### src/rtl/simd_alu_pkg.sv
// Shared definitions for the SIMD ALU pipeline: opcode encodings and the
// lane saturation constants used by the lane adders.
package simd_alu_pkg;

   localparam logic [2:0] OP_AND    = 3'b000;
   localparam logic [2:0] OP_NOT    = 3'b001;
   localparam logic [2:0] OP_ADD    = 3'b010;
   localparam logic [2:0] OP_SADD   = 3'b011;
   localparam logic [2:0] OP_LADD   = 3'b100;
   localparam logic [2:0] OP_ACC    = 3'b101;
   localparam logic [2:0] OP_CLRACC = 3'b110;
   localparam logic [2:0] OP_RSVD   = 3'b111;

   // Largest positive signed value of a lane (0x7F..F), zero-extended to 64 bits.
   function automatic logic [63:0] lane_sat_max(input int unsigned lane);
      return (64'd1 << (lane - 1)) - 64'd1;
   endfunction

   // Most negative signed value of a lane (0x80..0), zero-extended to 64 bits.
   function automatic logic [63:0] lane_sat_min(input int unsigned lane);
      return 64'd1 << (lane - 1);
   endfunction

endpackage

### src/rtl/simd_alu_pipe_lane_adder.sv
// One LANE-bit slice of the SIMD adder.
//   a, b      lane operands
//   cin       carry from the lane below
//   kill_cin  ignore cin (lane-wise ops keep lanes independent)
//   sat_en    clamp the sum to the signed lane range on overflow
//   sum       lane result (saturated when sat_en and ovf)
//   cout      raw carry out of the lane MSB
//   ovf       signed overflow: carry into MSB xor carry out of MSB
module lane_adder
   import simd_alu_pkg::*;
#(
   parameter int unsigned LANE = 8
) (
   input  logic [LANE-1:0] a,
   input  logic [LANE-1:0] b,
   input  logic            cin,
   input  logic            kill_cin,
   input  logic            sat_en,
   output logic [LANE-1:0] sum,
   output logic            cout,
   output logic            ovf
);

   localparam logic [LANE-1:0] SatMax = LANE'(lane_sat_max(LANE));
   localparam logic [LANE-1:0] SatMin = LANE'(lane_sat_min(LANE));

   logic            cin_eff;
   logic [LANE:0]   full;
   logic            c_msb;

   always_comb begin
      cin_eff = cin & ~kill_cin;
      full    = {1'b0, a} + {1'b0, b} + {{LANE{1'b0}}, cin_eff};
      // The MSB sum bit is a^b^carry_in, so the carry into the MSB falls out directly.
      c_msb   = a[LANE-1] ^ b[LANE-1] ^ full[LANE-1];
      cout    = full[LANE];
      ovf     = c_msb ^ full[LANE];
      sum     = full[LANE-1:0];
      // On overflow both operands share a sign, so a's MSB picks the clamp direction.
      if (sat_en && ovf) begin
         sum = a[LANE-1] ? SatMin : SatMax;
      end
   end

endmodule

### src/rtl/simd_alu_pipe.sv
// Two-stage pipelined SIMD ALU with accumulator and valid/ready on both sides.
//   clk, rst_n           clock, asynchronous active-low reset
//   in_valid/in_ready    operand handshake (in_ready combinational from out_ready)
//   op, a, b             opcode and operands, captured into stage 1
//   out_valid/out_ready  result handshake
//   result, ovf, carry,  registered stage-2 result and flags
//   zero, err
module simd_alu_pipe
   import simd_alu_pkg::*;
#(
   parameter int unsigned WIDTH = 16,
   parameter int unsigned LANE  = 8
) (
   input  logic                    clk,
   input  logic                    rst_n,
   input  logic                    in_valid,
   output logic                    in_ready,
   input  logic [2:0]              op,
   input  logic [WIDTH-1:0]        a,
   input  logic [WIDTH-1:0]        b,
   output logic                    out_valid,
   input  logic                    out_ready,
   output logic [WIDTH-1:0]        result,
   output logic [WIDTH/LANE-1:0]   ovf,
   output logic                    carry,
   output logic                    zero,
   output logic                    err
);

   localparam int unsigned LANES = WIDTH / LANE;

   // Stage 1: captured operands.
   logic             s1_valid_q, s1_valid_d;
   logic [2:0]       s1_op_q, s1_op_d;
   logic [WIDTH-1:0] s1_a_q, s1_a_d;
   logic [WIDTH-1:0] s1_b_q, s1_b_d;

   // Stage 2: registered result, flags and accumulator.
   logic             out_valid_q, out_valid_d;
   logic [WIDTH-1:0] result_q, result_d;
   logic [LANES-1:0] ovf_q, ovf_d;
   logic             carry_q, carry_d;
   logic             zero_q, zero_d;
   logic             err_q, err_d;
   logic [WIDTH-1:0] acc_q, acc_d;

   logic s2_adv, s1_adv, in_fire;

   // Shared adder inputs and outputs.
   logic             acc_op, kill_cin, sat_en;
   logic [WIDTH-1:0] add_a, add_b, sum_all;
   logic [LANES-1:0] lane_ovf;
   logic             top_cout;

   // Stage-2 combinational results.
   logic [WIDTH-1:0] res_c, acc_c;
   logic [LANES-1:0] ovf_c;
   logic             carry_c, err_c;

   always_comb begin
      acc_op   = (s1_op_q == OP_ACC);
      add_a    = acc_op ? acc_q  : s1_a_q;
      add_b    = acc_op ? s1_a_q : s1_b_q;
      // Only the full-width adds ripple carry across lane boundaries.
      kill_cin = (s1_op_q != OP_ADD) && (s1_op_q != OP_ACC);
      sat_en   = (s1_op_q == OP_SADD);
   end

   for (genvar i = 0; i < LANES; i++) begin : g_lane
      logic cin;
      logic cout;
      if (i == 0) begin : g_first
         assign cin = 1'b0;
      end else begin : g_chain
         assign cin = g_lane[i-1].cout;
      end
      lane_adder #(
         .LANE(LANE)
      ) u_lane (
         .a        (add_a[i*LANE +: LANE]),
         .b        (add_b[i*LANE +: LANE]),
         .cin      (cin),
         .kill_cin (kill_cin),
         .sat_en   (sat_en),
         .sum      (sum_all[i*LANE +: LANE]),
         .cout     (cout),
         .ovf      (lane_ovf[i])
      );
   end

   // With the chain intact the top lane's cout/ovf are the full-width carry/overflow.
   assign top_cout = g_lane[LANES-1].cout;

   always_comb begin
      res_c   = '0;
      ovf_c   = '0;
      carry_c = 1'b0;
      err_c   = 1'b0;
      acc_c   = acc_q;
      unique case (s1_op_q)
         OP_AND:  res_c = s1_a_q & s1_b_q;
         OP_NOT:  res_c = ~s1_b_q;
         OP_ADD: begin
            res_c            = sum_all;
            carry_c          = top_cout;
            ovf_c[LANES-1]   = lane_ovf[LANES-1];
         end
         OP_SADD, OP_LADD: begin
            res_c   = sum_all;
            carry_c = top_cout;
            ovf_c   = lane_ovf;
         end
         OP_ACC: begin
            res_c            = sum_all;
            carry_c          = top_cout;
            ovf_c[LANES-1]   = lane_ovf[LANES-1];
            acc_c            = sum_all;
         end
         OP_CLRACC: acc_c = '0;
         OP_RSVD:   err_c = 1'b1;
         default: ;
      endcase
   end

   always_comb begin
      s2_adv   = ~out_valid_q | out_ready;
      s1_adv   = s1_valid_q & s2_adv;
      in_ready = ~s1_valid_q | s2_adv;
      in_fire  = in_valid & in_ready;

      s1_valid_d = s1_valid_q;
      s1_op_d    = s1_op_q;
      s1_a_d     = s1_a_q;
      s1_b_d     = s1_b_q;
      if (in_fire) begin
         s1_valid_d = 1'b1;
         s1_op_d    = op;
         s1_a_d     = a;
         s1_b_d     = b;
      end else if (s1_adv) begin
         s1_valid_d = 1'b0;
      end

      out_valid_d = out_valid_q;
      result_d    = result_q;
      ovf_d       = ovf_q;
      carry_d     = carry_q;
      zero_d      = zero_q;
      err_d       = err_q;
      acc_d       = acc_q;
      if (s2_adv) begin
         out_valid_d = s1_valid_q;
         // acc only moves when an op actually enters S2, so a stalled ACC cannot repeat.
         if (s1_valid_q) begin
            result_d = res_c;
            ovf_d    = ovf_c;
            carry_d  = carry_c;
            zero_d   = (res_c == '0);
            err_d    = err_c;
            acc_d    = acc_c;
         end
      end
   end

   always_ff @(posedge clk or negedge rst_n) begin
      if (!rst_n) begin
         s1_valid_q  <= 1'b0;
         s1_op_q     <= OP_AND;
         s1_a_q      <= '0;
         s1_b_q      <= '0;
         out_valid_q <= 1'b0;
         result_q    <= '0;
         ovf_q       <= '0;
         carry_q     <= 1'b0;
         zero_q      <= 1'b0;
         err_q       <= 1'b0;
         acc_q       <= '0;
      end else begin
         s1_valid_q  <= s1_valid_d;
         s1_op_q     <= s1_op_d;
         s1_a_q      <= s1_a_d;
         s1_b_q      <= s1_b_d;
         out_valid_q <= out_valid_d;
         result_q    <= result_d;
         ovf_q       <= ovf_d;
         carry_q     <= carry_d;
         zero_q      <= zero_d;
         err_q       <= err_d;
         acc_q       <= acc_d;
      end
   end

   assign out_valid = out_valid_q;
   assign result    = result_q;
   assign ovf       = ovf_q;
   assign carry     = carry_q;
   assign zero      = zero_q;
   assign err       = err_q;

endmodule

### config.mk
export PLATFORM = sky130hd
export DESIGN_NAME = simd_alu_pipe
export DESIGN_NICKNAME = d
export VERILOG_FILES = /design/src/rtl/simd_alu_pkg.sv /design/src/rtl/simd_alu_pipe_lane_adder.sv /design/src/rtl/simd_alu_pipe.sv
export SDC_FILE = /design/constraint.sdc
export NUM_CORES = 1
export LEC_CHECK = 0
export CAP_MARGIN = 20
export CORE_UTILIZATION = 43
export DETAILED_ROUTE_END_ITERATION = 7
export RECOVER_POWER = 100
export SETUP_SLACK_MARGIN = 0.1
export SKIP_CTS_REPAIR_TIMING = 1
export SLEW_MARGIN = 10
export SYNTH_ARGS = -nofsm -noshare
export SYNTH_HDL_FRONTEND = slang
export SYNTH_SLANG_ARGS = --single-unit
### constraint.sdc
create_clock -name clk -period 5.73 [get_ports clk]
set_input_delay 0.8595 -clock clk [delete_from_list [all_inputs] [get_ports clk]]
set_output_delay 0.8595 -clock clk [all_outputs]
set_load 0.05 [all_outputs]
[Yosys cells after proc, flatten, opt, wreduce, memory -nomap -nowiden]
Index checks and enable logic that the tools add are counted.
Word-level totals
  bits in registers: 74
  bits of input ports: 39
  output and inout port bits: 23
  logic and storage cells: 64
Cells by class
  add/subtract/negate cells: 3
  eq/ne operators: 9
  muxes and demuxes: 14
  bitwise operators: 16
  reductions and logical operators: 11
Operators by type and width (number)
  $pmux 16 s3: 1
  $mux 16: 2
  $mux 8: 4
  $pmux 16 s2: 1
  $add 8x8->9: 2
  $and 16x16->16: 1
  $logic_not 16->1: 1
  $not 16->16: 1
  $eq 3x3->1 const B: 4
  $add 9x1->9: 1
  $eq 3x2->1 const B: 2
  $mux 1: 6
  $xor 1x1->1: 6
  $reduce_bool 2->1: 2
  $reduce_or 4->1: 1
  $and 1x1->1: 3
  $eq 3x1->1 const B: 1
  $logic_and 1x1->1: 3
  $logic_not 3->1: 1
  $ne 3x2->1 const B: 1
  $ne 3x3->1 const B: 1
  $not 1->1: 3
  $reduce_and 3->1: 1
  $or 1x1->1: 2
  other kinds (2): 2

[Depth between registers and ports, before layout]
Gate-level depths: netlist (run 1).
  depth after elaboration: 11
  depth in mapped cells: 21
  depth with buffers taken out: 19

[By module]
Synthesis (run 1) repeated with hierarchy kept, for this count alone.
Unflattened totals
  cells, all modules: 459
  area total of the unflattened synthesis: 4594.4 sq um
By module, submodules not included
  simd_alu_pipe: times used 1, cells an instance 339, area an instance 3711.1 sq um, sequential area each 1851.8 sq um
  lane_adder: times used 2, cells an instance 60, area an instance 441.7 sq um, sequential area each 0.0 sq um

[Worst setup path before layout (run 1)]
Ideal clock, no wire load.
  kind: register -> register
  start: register s1_op_q[2]
  end: register zero_q (netlist: zero)
  library setup time: 0.068 ns
  arrival time: 5.216 ns
  required time: 5.662 ns
  setup slack: 0.445 ns
  stages on the path, launching flop included: 22
  buffers on the path: 2
  period minus slack after synthesis: 5.285 ns
  cells stage by stage: dfrtp_1 -> clkbuf_1 -> nand3b_1 -> clkbuf_1 -> mux2_2 -> ha_1 -> inv_1 -> fa_1 -> nand2b_1 -> a21oi_1 -> a21oi_2 -> a21oi_1 -> fa_1 -> fa_1 -> a21o_1 -> a221oi_2 -> o21ai_1 -> xor2_1 -> and2_1 -> or3_1 -> nor4b_1 -> a32o_1
Between the ends
  longest elaborated chain between the ends: 11
RTL lines
  from (decl): line simd_alu_pipe.sv:34  | logic [2:0] s1_op_q, s1_op_d;
  from (signal assigned): line simd_alu_pipe.sv:180  | s1_op_q <= s1_op_d;
  $eq 3x3->1 (tied with other cells): line simd_alu_pipe.sv:61, simd_alu_pipe.sv:100
  $mux 16 (tied with other cells): line simd_alu_pipe.sv:62  | add_a = acc_op ? acc_q : s1_a_q;
  $add 8x8->9 or $not 1->1 (tied branches): line simd_alu_pipe_lane_adder.sv:33, simd_alu_pipe_lane_adder.sv:32
  $and 1x1->1: line simd_alu_pipe_lane_adder.sv:32  | cin_eff = cin & ~kill_cin;
  $add 9x1->9: line simd_alu_pipe_lane_adder.sv:33  | full = {1'b0, a} + {1'b0, b} + {{LANE{1'b0}}, cin_eff};
  $xor 1x1->1: line simd_alu_pipe_lane_adder.sv:35  | c_msb = a[LANE-1] ^ b[LANE-1] ^ full[LANE-1];
  $xor 1x1->1: line simd_alu_pipe_lane_adder.sv:37  | ovf = c_msb ^ full[LANE];
  $logic_and 1x1->1: line simd_alu_pipe_lane_adder.sv:40  | if (sat_en && ovf) begin
  $mux 8: line simd_alu_pipe_lane_adder.sv:40
  $pmux 16 s3 *: line simd_alu_pipe.sv:100  | unique case (s1_op_q)
  $logic_not 16->1 *: line simd_alu_pipe.sv:158  | zero_d = (res_c == '0);
  to (signal assigned): line simd_alu_pipe.sv:187  | zero_q <= zero_d;
  to (decl): line simd_alu_pipe.sv:43  | logic zero_q, zero_d;
Every way passes the cells marked *; elsewhere a longest branch is shown, timed or not.
A chain may end at the register's enable or synchronous reset.

[Worst setup path after layout (run 1)]
  start: register s1_op_q[0]
  end: register zero_q (netlist: zero)
The elaborated chain is that of the path after synthesis.

==> metrics.md, run 1 <==
| Metric | Value |
|---|---|
| Fin crit share | 93.21% |
| Die width | 107.4 um |
| Post-synth EDFFs | 0 |
| CTS Buffer Depth | 2 |
| Seq/Total Area, Yosys | 38.79% |
| Maximum VDD drop | 0.0002520 V |
| Final Skew | 0.006989 ns |
| Most frequent cell after synthesis | dfrtp_1 |
| Largest family of logic cells by synthesized area | multiplexers |
| Min-Delay Path Class | reg2reg |
| DR vias/cell | 5.718 |
| Worst Path Required | 6.02 ns |
| CTS tree | done |
| Length of the first detailed-routing pass in iterations | 4 |
| Largest cells by area after synthesis | dfrtp_1, mux2_2, nand2_1 |
| Max-slew violations | 111 |
| Crit Path Class | reg2reg |
| Top cells by count, synth | dfrtp_1, mux2_2, nand2_1 |
| TNS Setup | 0 ns |
| Clk_lat worst skew | 0.36 ns |
| #FFs+latches synth | 74 |
| Pwr per Cell Area | 448.8 nW/um2 |
| GRT overflow | 0 |
| Area leader, netlist | dfrtp_1 |
| Leakage | 2.397 nW |
| First DRT Iteration DRCs | 243 |
| Top FF cell, synth | dfrtp_1 |
| Final Critical Period | 5.341 ns |
| Routability Congestion | 0.8876 |
| Synth Cell Area | 4773 um2 |
| RSZ-0062 raised after global routing | no |
| Synth Area in Adders | 5.190% |
| Final setup violation count | 0 |
| Final hold slack | 0.4694 ns |
| Final non-filler cell area | 5605 um2 |
| Synth Area in XOR/XNOR | 2.543% |
| Die area | 11,530 um2 |
| Failing checks | max-capacitance violations, max-slew violations |
| H-tree depth | 3 |
| CTS buffer count | 9 |
| Syn Area/Cell | 9.965 um2 |
| Starting Density | 44.03% |
| First-pass GRT wire length | 19.15 mm |
| Port Buffers | 61 |
| Critical Path AT | 5.63 ns |
| Synth top area share | 38.79% |
| Routed Antenna Nets | 0 |
| Yosys cell types | 57 |
| GRT Overall Usage | 22.03% |
| Initial antenna violation count | 0 |
| Synth async-reset ratio | 100.0% |
| DRC viols | 0 |
| Reg2reg path depth | 19 |
| Row cnt | 38 |
| Maximum operating frequency | 0.1872 GHz |
| Chip height | 107.4 um |
| Critical path startpoint category | flop |
| Largest net degree at the start of global routing | 75 |
| DP HPWL | 8.687 mm |
| Post-synthesis mux area share | 18.69% |
| Clock slew at reported path FFs | 0.07 ns |
| Slew HR | -155.9% |
| Synth Area in Compound Gates | 17.96% |
| CTS root buffer | clkbuf_8 |
| Synth Area in Simple Gates | 13.13% |
| Tot Pwr | 2.515 mW |
| Outcome | complete, but fails checks |
| Wire length per cell | 17.31 um |
| Syn_nets | 536 |
| Hold depth | 2 |
| Ports | 62 |
| Vias in the first global route | 3,695 |
| Crit-path max FO | 9 |
| Maximum Capacitance Violations | 2 |
| Core Region | 10,840 um2 |
| Worst setup EP type | flop |
| Vias post-DR | 3,900 |
| Final WL | 11.80 mm |
| Final net count | 596 |
| Share of cells above drive strength 1 | 18.82% |
| Placement Cell Area | 5479 um2 |
| Layout area overhead | 17.43% |
| Final Hold Vio Count | 0 |
| Clock Sinks | 74 |
| Post-Syn Instances | 479 |
| Yosys warning count | 0 |
| Worst Tran Pin Value | 3.839 ns |
| Antenna diode count | 0 |
-- per-layer routing --
layer	vias up	track usage (%)	wire length [um]
met3	30	3.208	696
met1	1861	31.78	5828
li1	1871	-	-
met4	0	10.76	332
met5	-	0	0
met2	138	32.17	4945
-- placed cells by master, fill, tap and decap left out, types with 8 or more instances in the layout --
| master | n |
|---|---|
| nand2_1 | 62 |
| o21ai_0 | 37 |
| dfrtp_1 | 74 |
| a21oi_1 | 26 |
| ha_1 | 15 |
| a211oi_1 | 9 |
| nor2_1 | 34 |
| inv_1 | 8 |
| clkbuf_8 | 10 |
| clkdlybuf4s50_1 | 36 |
| a31oi_1 | 8 |
| dlygate4sd3_1 | 24 |
| xnor2_1 | 8 |
| mux2_2 | 73 |
-- worst paths after layout --
kind,startpoint,end,slack (ns)
setup reg to reg,s1_op_q[0],zero,0.39
hold / removal,result[0],result[0],0.47
min in group asynchronous,rst_n,s1_a_q[1],1.93
max in group asynchronous,rst_n,s1_a_q[11],1.65
setup / recovery,s1_op_q[0],zero,0.39
hold reg to reg,result[0],result[0],0.47
-- through the flow --
step                      instances  setup slack, ns  utilization (%)
after floorplan                 479           0.4454                -
after global placement          666           0.5315            50.54
after detailed placement        666           0.3273            50.54
after CTS                       680           0.2970            51.95
after global routing            682           0.1342            51.71
final                           682           0.3894            51.71
-- final cells by class --
cell class | count | area, um2
well taps | 140 | 175.2
inverters | 9 | 33.78
fillers | 1044 | 5235
flip-flops and latches | 74 | 1852
repair buffers | 72 | 674.4
multi-input cells | 373 | 2718
clock buffers | 14 | 152.6
-- critical path, stage by stage, from the launching register on --
cell and delay (ns):
dfrtp_1 0.38, nand3b_1 0.11, buf_4 0.18, buf_4 0.19, mux2_2 0.35, ha_1 0.35, nand2b_1 0.09, a21oi_1 0.11
a21oi_1 0.41, a21oi_1 0.14, fa_1 0.43, fa_1 0.44, a21o_1 0.23, a221oi_2 0.31, o21ai_1 0.17, xor2_1 0.24
and2_0 0.23, or3_1 0.38, nor4b_1 0.33, a32o_1 0.21
-- cell families (layout without fill, tap and decap cells) --
logic type,Yosys count,in the layout
simple gates,137,137
compound gates,125,125
mux,80,80
flops,74,74
buf+inv,32,95
fa+ha+maj,18,18
xor+xnor,13,13
-- flip-flops by register name (all words and copies together) (netlist names) --
name,count
acc_q,16
carry,1
err,1
out_valid,1
ovf,2
result,16
s1_a_q,16
s1_b_q,16
s1_op_q,3
s1_valid_q,1
zero,1
-- power by group --
part	internal, mW	switching [mW]
Clock	0.165	0.179
Sequential	0.673	0.101
Combinational	0.536	0.861
Total	1.37	1.14
Note: power is estimated with default switching activity, not from simulation.
==> run 2: changes to the inputs <==
--- a/config.mk
+++ b/config.mk
@@ -6,8 +6,9 @@
 export NUM_CORES = 1
 export LEC_CHECK = 0
 export CAP_MARGIN = 20
-export CORE_UTILIZATION = 43
+export CORE_UTILIZATION = 56
 export DETAILED_ROUTE_END_ITERATION = 7
+export PLACE_DENSITY = 0.9
 export RECOVER_POWER = 100
 export SETUP_SLACK_MARGIN = 0.1
 export SKIP_CTS_REPAIR_TIMING = 1
==> metrics.md, run 2 (same netlist as run 1, synthesis figures left out) <==
| Metric | Value |
|---|---|
| Outcome | complete, but fails checks |
| Failing checks | max-capacitance violations, max-slew violations |
| Final non-filler cell area | 5668 um2 |
| Sw power | 1.193 mW |
| Maximum VDD drop | 0.0001952 V |
| Placement Cell Area | 5428 um2 |
| Fillers | 637 |
| Final Critical Period | 5.444 ns |
| GRT Overall Usage | 27.83% |
| Wire length per cell | 18.02 um |
| Crit-path max FO | 14 |
| Clock Sinks | 74 |
| CTS Buffer Depth | 2 |
| Logic gate share of total power | 53.8% |
| Final setup violation count | 0 |
| Row cnt | 33 |
| Vias post-DR | 4,111 |
| CTS tree | done |
| DP HPWL | 8.553 mm |
| DRC viols | 0 |
| Max-slew violations | 111 |
| Initial antenna violation count | 0 |
| Die width | 94.33 um |
| TNS Setup | 0 ns |
| DR vias/cell | 6.305 |
| Worst Path Required | 6.03 ns |
| Tot Pwr | 2.663 mW |
| Clock slew at reported path FFs | 0.08 ns |
| Slew HR | -155.4% |
| Commonest non-fill, non-tap cell in the layout | dfrtp_1 |
| Layout area overhead | 18.74% |
| Vias in the first global route | 3,763 |
| Final Skew | 0.01421 ns |
| Antenna diode count | 0 |
| GRT overflow | 0 |
| Share of cells above drive strength 1 | 20.29% |
| Final Hold Vio Count | 0 |
| Pwr per Cell Area | 469.8 nW/um2 |
| Clk_lat worst skew | 0.37 ns |
| Final WL | 11.75 mm |
| First-pass GRT wire length | 18.83 mm |
| Maximum operating frequency | 0.1837 GHz |
| Starting Density | 58.09% |
| H-tree depth | 3 |
| First DRT Iteration DRCs | 339 |
| Critical path startpoint category | flop |
| Routability Congestion | 0.9135 |
| Maximum Capacitance Violations | 2 |
| Leakage | 2.449 nW |
| Routed Antenna Nets | 0 |
| Port Buffers | 61 |
| Critical Path AT | 5.74 ns |
| Fin crit share | 95.01% |
| Seq pwr share | 29.2% |
| CTS buffer count | 9 |
| Clock network power share | 17.0% |
| Most frequent cells in the layout | dfrtp_1, mux2_2, nand2_1 |
| Min-Delay Path Class | reg2reg |
| Worst setup EP type | flop |
| Core Region | 8217 um2 |
| Int Pwr | 1.470 mW |
| RSZ-0062 raised after global routing | no |
| Ports | 62 |
| Final net count | 599 |
| Length of the first detailed-routing pass in iterations | 5 |
| Largest net degree at the start of global routing | 75 |
| Crit Path Class | reg2reg |
| Chip height | 94.33 um |
| Die area | 8897 um2 |
| Switching part of the total | 44.79% |
| CTS root buffer | clkbuf_8 |
| Worst Tran Pin Value | 3.831 ns |
run 2: per-layer routing:
layer | routed length [um] | up-vias | GRT usage [%]
met5 | 0 | - | 0
li1 | - | 1886 | -
met1 | 5102 | 1963 | 39.23
met4 | 334 | 0 | 11.79
met2 | 5382 | 222 | 42.51
met3 | 931 | 40 | 4.369
run 2: area by class of cell:
cell class	instances	area, um2	share of cell area, %
multi-input combinational	373	2721	48.01
clock buffer	10	127.6	2.252
timing repair buffer	75	711.9	12.56
tap	105	131.4	2.318
inverter	9	33.78	0.5960
clock inverter	6	90.09	1.589
sequential	74	1852	32.67
run 2: worst paths after layout:
kind | from | endpoint | slack, ns | cells past startpoint
setup / recovery | s1_op_q[1] | zero | 0.29 | 21
hold / removal | ovf[0] | ovf[0] | 0.47 | 2
setup reg to reg | s1_op_q[1] | zero | 0.29 | 21
max in group asynchronous | rst_n | s1_a_q[1] | 1.67 | 2
hold reg to reg | ovf[0] | ovf[0] | 0.47 | 2
min in group asynchronous | rst_n | result[11] | 1.92 | 2
run 2: stage by stage:
stage               hold WS [ns]  instances  setup WS (ns)  util [%]
floorplan                 0.4460        479         0.4454         -
global placement          0.4525        630         0.3306     66.06
detailed placement        0.4625        630        0.04024     66.06
CTS                       0.4792        646       -0.02148     68.71
global route              0.4927        652        0.08517     68.98
finish                    0.4709        652         0.2859     68.98
run 2: power by group through the flow:
| stage | clock network (mW) | logic [mW] | registers, mW |
|---|---|---|---|
| after floorplan | 0 | 0.830 | 0.976 |
| after global placement | 0 | 1.39 | 0.775 |
| after detailed placement | 0 | 1.43 | 0.788 |
| after CTS | 0.456 | 1.44 | 0.778 |
| after global routing | 0.475 | 1.54 | 0.794 |
| final | 0.451 | 1.43 | 0.778 |
run 2: critical path: stages (launching register included):
cell and delay, ns:
dfrtp_1 0.38, nand3b_1 0.15, buf_4 0.18, buf_4 0.17, mux2_1 0.34, inv_1 0.10
fa_1 0.22, nand2b_1 0.12, a21oi_1 0.13, a21oi_2 0.27, a21oi_1 0.11, fa_1 0.42
fa_1 0.44, a21o_1 0.24, a221oi_2 0.31, o21ai_1 0.16, xor2_1 0.16, clkbuf_1 0.18
and2_2 0.32, or3_1 0.40, nor4b_1 0.36, a32o_1 0.22
==> run 3: changes to the inputs <==
--- a/config.mk
+++ b/config.mk
@@ -6,9 +6,9 @@
 export NUM_CORES = 1
 export LEC_CHECK = 0
 export CAP_MARGIN = 20
-export CORE_UTILIZATION = 56
+export CORE_UTILIZATION = 60
 export DETAILED_ROUTE_END_ITERATION = 7
-export PLACE_DENSITY = 0.9
+export PLACE_DENSITY = 0.95
 export RECOVER_POWER = 100
 export SETUP_SLACK_MARGIN = 0.1
 export SKIP_CTS_REPAIR_TIMING = 1
==> constraint.sdc (replaced) <==
create_clock -name clk -period 6.5 [get_ports clk]
set_input_delay 0.975 -clock clk [delete_from_list [all_inputs] [get_ports clk]]
set_output_delay 0.975 -clock clk [all_outputs]
set_load 0.05 [all_outputs]
==> metrics.md, run 3 (same netlist as run 1, synthesis figures left out) <==
| Metric | Value |
|---|---|
| Clk_lat worst skew | 0.36 ns |
| # placed instances | 624 |
| Maximum VDD drop | 0.0001631 V |
| First-pass GRT wire length | 20.34 mm |
| Fin crit share | 92.75% |
| Setup ws final | 0.4712 ns |
| Clock Sinks | 74 |
| Crit-path max FO | 18 |
| Final net count | 590 |
| Slew HR | -159.3% |
| Chip height | 91.20 um |
| Row cnt | 32 |
| Leakage | 2.406 nW |
| GRT Overall Usage | 31.81% |
| Crit path buf inv count | 2 |
| DR vias/cell | 6.381 |
| Final setup violation count | 0 |
| H-tree depth | 3 |
| Crit path max-delay family | compound AO/OA/AOI/OAI gates |
| Non-filler cells, final | 640 |
| Failing checks | max-capacitance violations, max-slew violations |
| RSZ-0062 raised after global routing | no |
| Routability Congestion | 0.9096 |
| Initial antenna violation count | 0 |
| Place WS | 0.6795 ns |
| Largest net degree at the start of global routing | 75 |
| Max-slew violations | 111 |
| Die area | 8317 um2 |
| Min-Delay Path Class | reg2reg |
| Slowest CP cell | dfrtp_1 |
| CTS Buffer Depth | 2 |
| Commonest non-fill, non-tap cell in the layout | dfrtp_1 |
| CTS root buffer | clkbuf_8 |
| Vias in the first global route | 4,009 |
| Critical path startpoint category | flop |
| Worst setup EP type | flop |
| CTS tree | done |
| Maximum operating frequency | 0.1659 GHz |
| Worst Path Required | 6.79 ns |
| Maximum Capacitance Violations | 2 |
| Critical Path AT | 6.32 ns |
| Port Buffers | 61 |
| Vias post-DR | 4,084 |
| Layout area overhead | 17.33% |
| Crit Path Class | reg2reg |
| Final Critical Period | 6.029 ns |
| Antenna diode count | 0 |
| Final Hold Vio Count | 0 |
| Share of cells above drive strength 1 | 19.33% |
| Outcome | complete, but fails checks |
| First DRT Iteration DRCs | 350 |
| Clock slew at reported path FFs | 0.08 ns |
| Final Skew | 0.01205 ns |
| Core Region | 7727 um2 |
| Crit path cell chain | nand3b_1 > buf_4 > mux2_2 > ha_1 > inv_1 > fa_1 > nand2b_1 > a21oi_1 > a21oi_1 > a21oi_1 > fa_1 > fa_1 > a21o_1 > a221oi_2 > o21ai_1 > xor2_1 > and2_1 > or3_1 > nor4b_1 > a32o_1 |
| Pwr per Cell Area | 418.4 nW/um2 |
| Worst Tran Pin Value | 3.890 ns |
| Die width | 91.20 um |
| CTS buffer count | 9 |
| Most frequent cells in the layout | dfrtp_1, mux2_2, nand2_1 |
| Fillers | 584 |
| Wire length per cell | 19.32 um |
| CP peak stage delay | 0.68 ns |
| TNS Setup | 0 ns |
| GRT overflow | 0 |
| DRC viols | 0 |
| Final hold slack | 0.4656 ns |
| Final WL | 12.37 mm |
| Finished Core Util | 72.47% |
| Length of the first detailed-routing pass in iterations | 5 |
| Routed Antenna Nets | 0 |
| Ports | 62 |
| Starting Density | 61.77% |
| DP HPWL | 8.980 mm |
==> run 3: report_power, final <==
group          internal (mW)  switching, mW  total [mW]
registers              0.593          0.101       0.694
clock network          0.215          0.185       0.400
logic                  0.473          0.776        1.25
total                   1.28           1.06        2.34
==> run 3: worst min-delay path, delay by kind of cell, from the launching register on <==
family,cells,cell delay [ns]
AND/OR/NAND/NOR,2,0.10
flip-flops,1,0.34
==> run 3: stage by stage <==
| stage | total power [mW] | cell area (um2) |
|---|---|---|
| final | 2.343 | 5600 |
| after global routing | 2.475 | 5600 |
| after CTS | 2.349 | 5619 |
| after detailed placement | 1.949 | 5401 |
| after global placement | 1.909 | 5401 |
| after floorplan | 1.592 | 4773 |
==> run 3: path summary, 6_finish.rpt <==
check / from / endpoint / slack [ns] / cells after the start
min: result[4] / result[4] / 0.47 / 2
max reg2reg: s1_op_q[1] / zero / 0.47 / 20
min in group asynchronous: rst_n / result[12] / 2.05 / 2
max in group asynchronous: rst_n / s1_a_q[3] / 2.26 / 2
max: s1_op_q[1] / zero / 0.47 / 20
min reg2reg: result[4] / result[4] / 0.47 / 2
==> run 3: final cells by class <==
class / instances / area, um2 / share of cell area (%)
multi-input combinational: 373 / 2734 / 48.82
sequential: 74 / 1852 / 33.07
timing repair buffer: 66 / 635.6 / 11.35
tap: 102 / 127.6 / 2.279
clock buffer: 9 / 123.9 / 2.212
clock inverter: 7 / 93.84 / 1.676
inverter: 9 / 33.78 / 0.6032
==> run 3: routing by layer <==
layer | GRT usage (%) | vias to the layer above | wire length (um)
met5 | 0 | - | 0
met4 | 13.36 | 0 | 346
met3 | 4.858 | 39 | 913
met2 | 49.62 | 216 | 5703
met1 | 44.31 | 1968 | 5402
li1 | - | 1861 | -
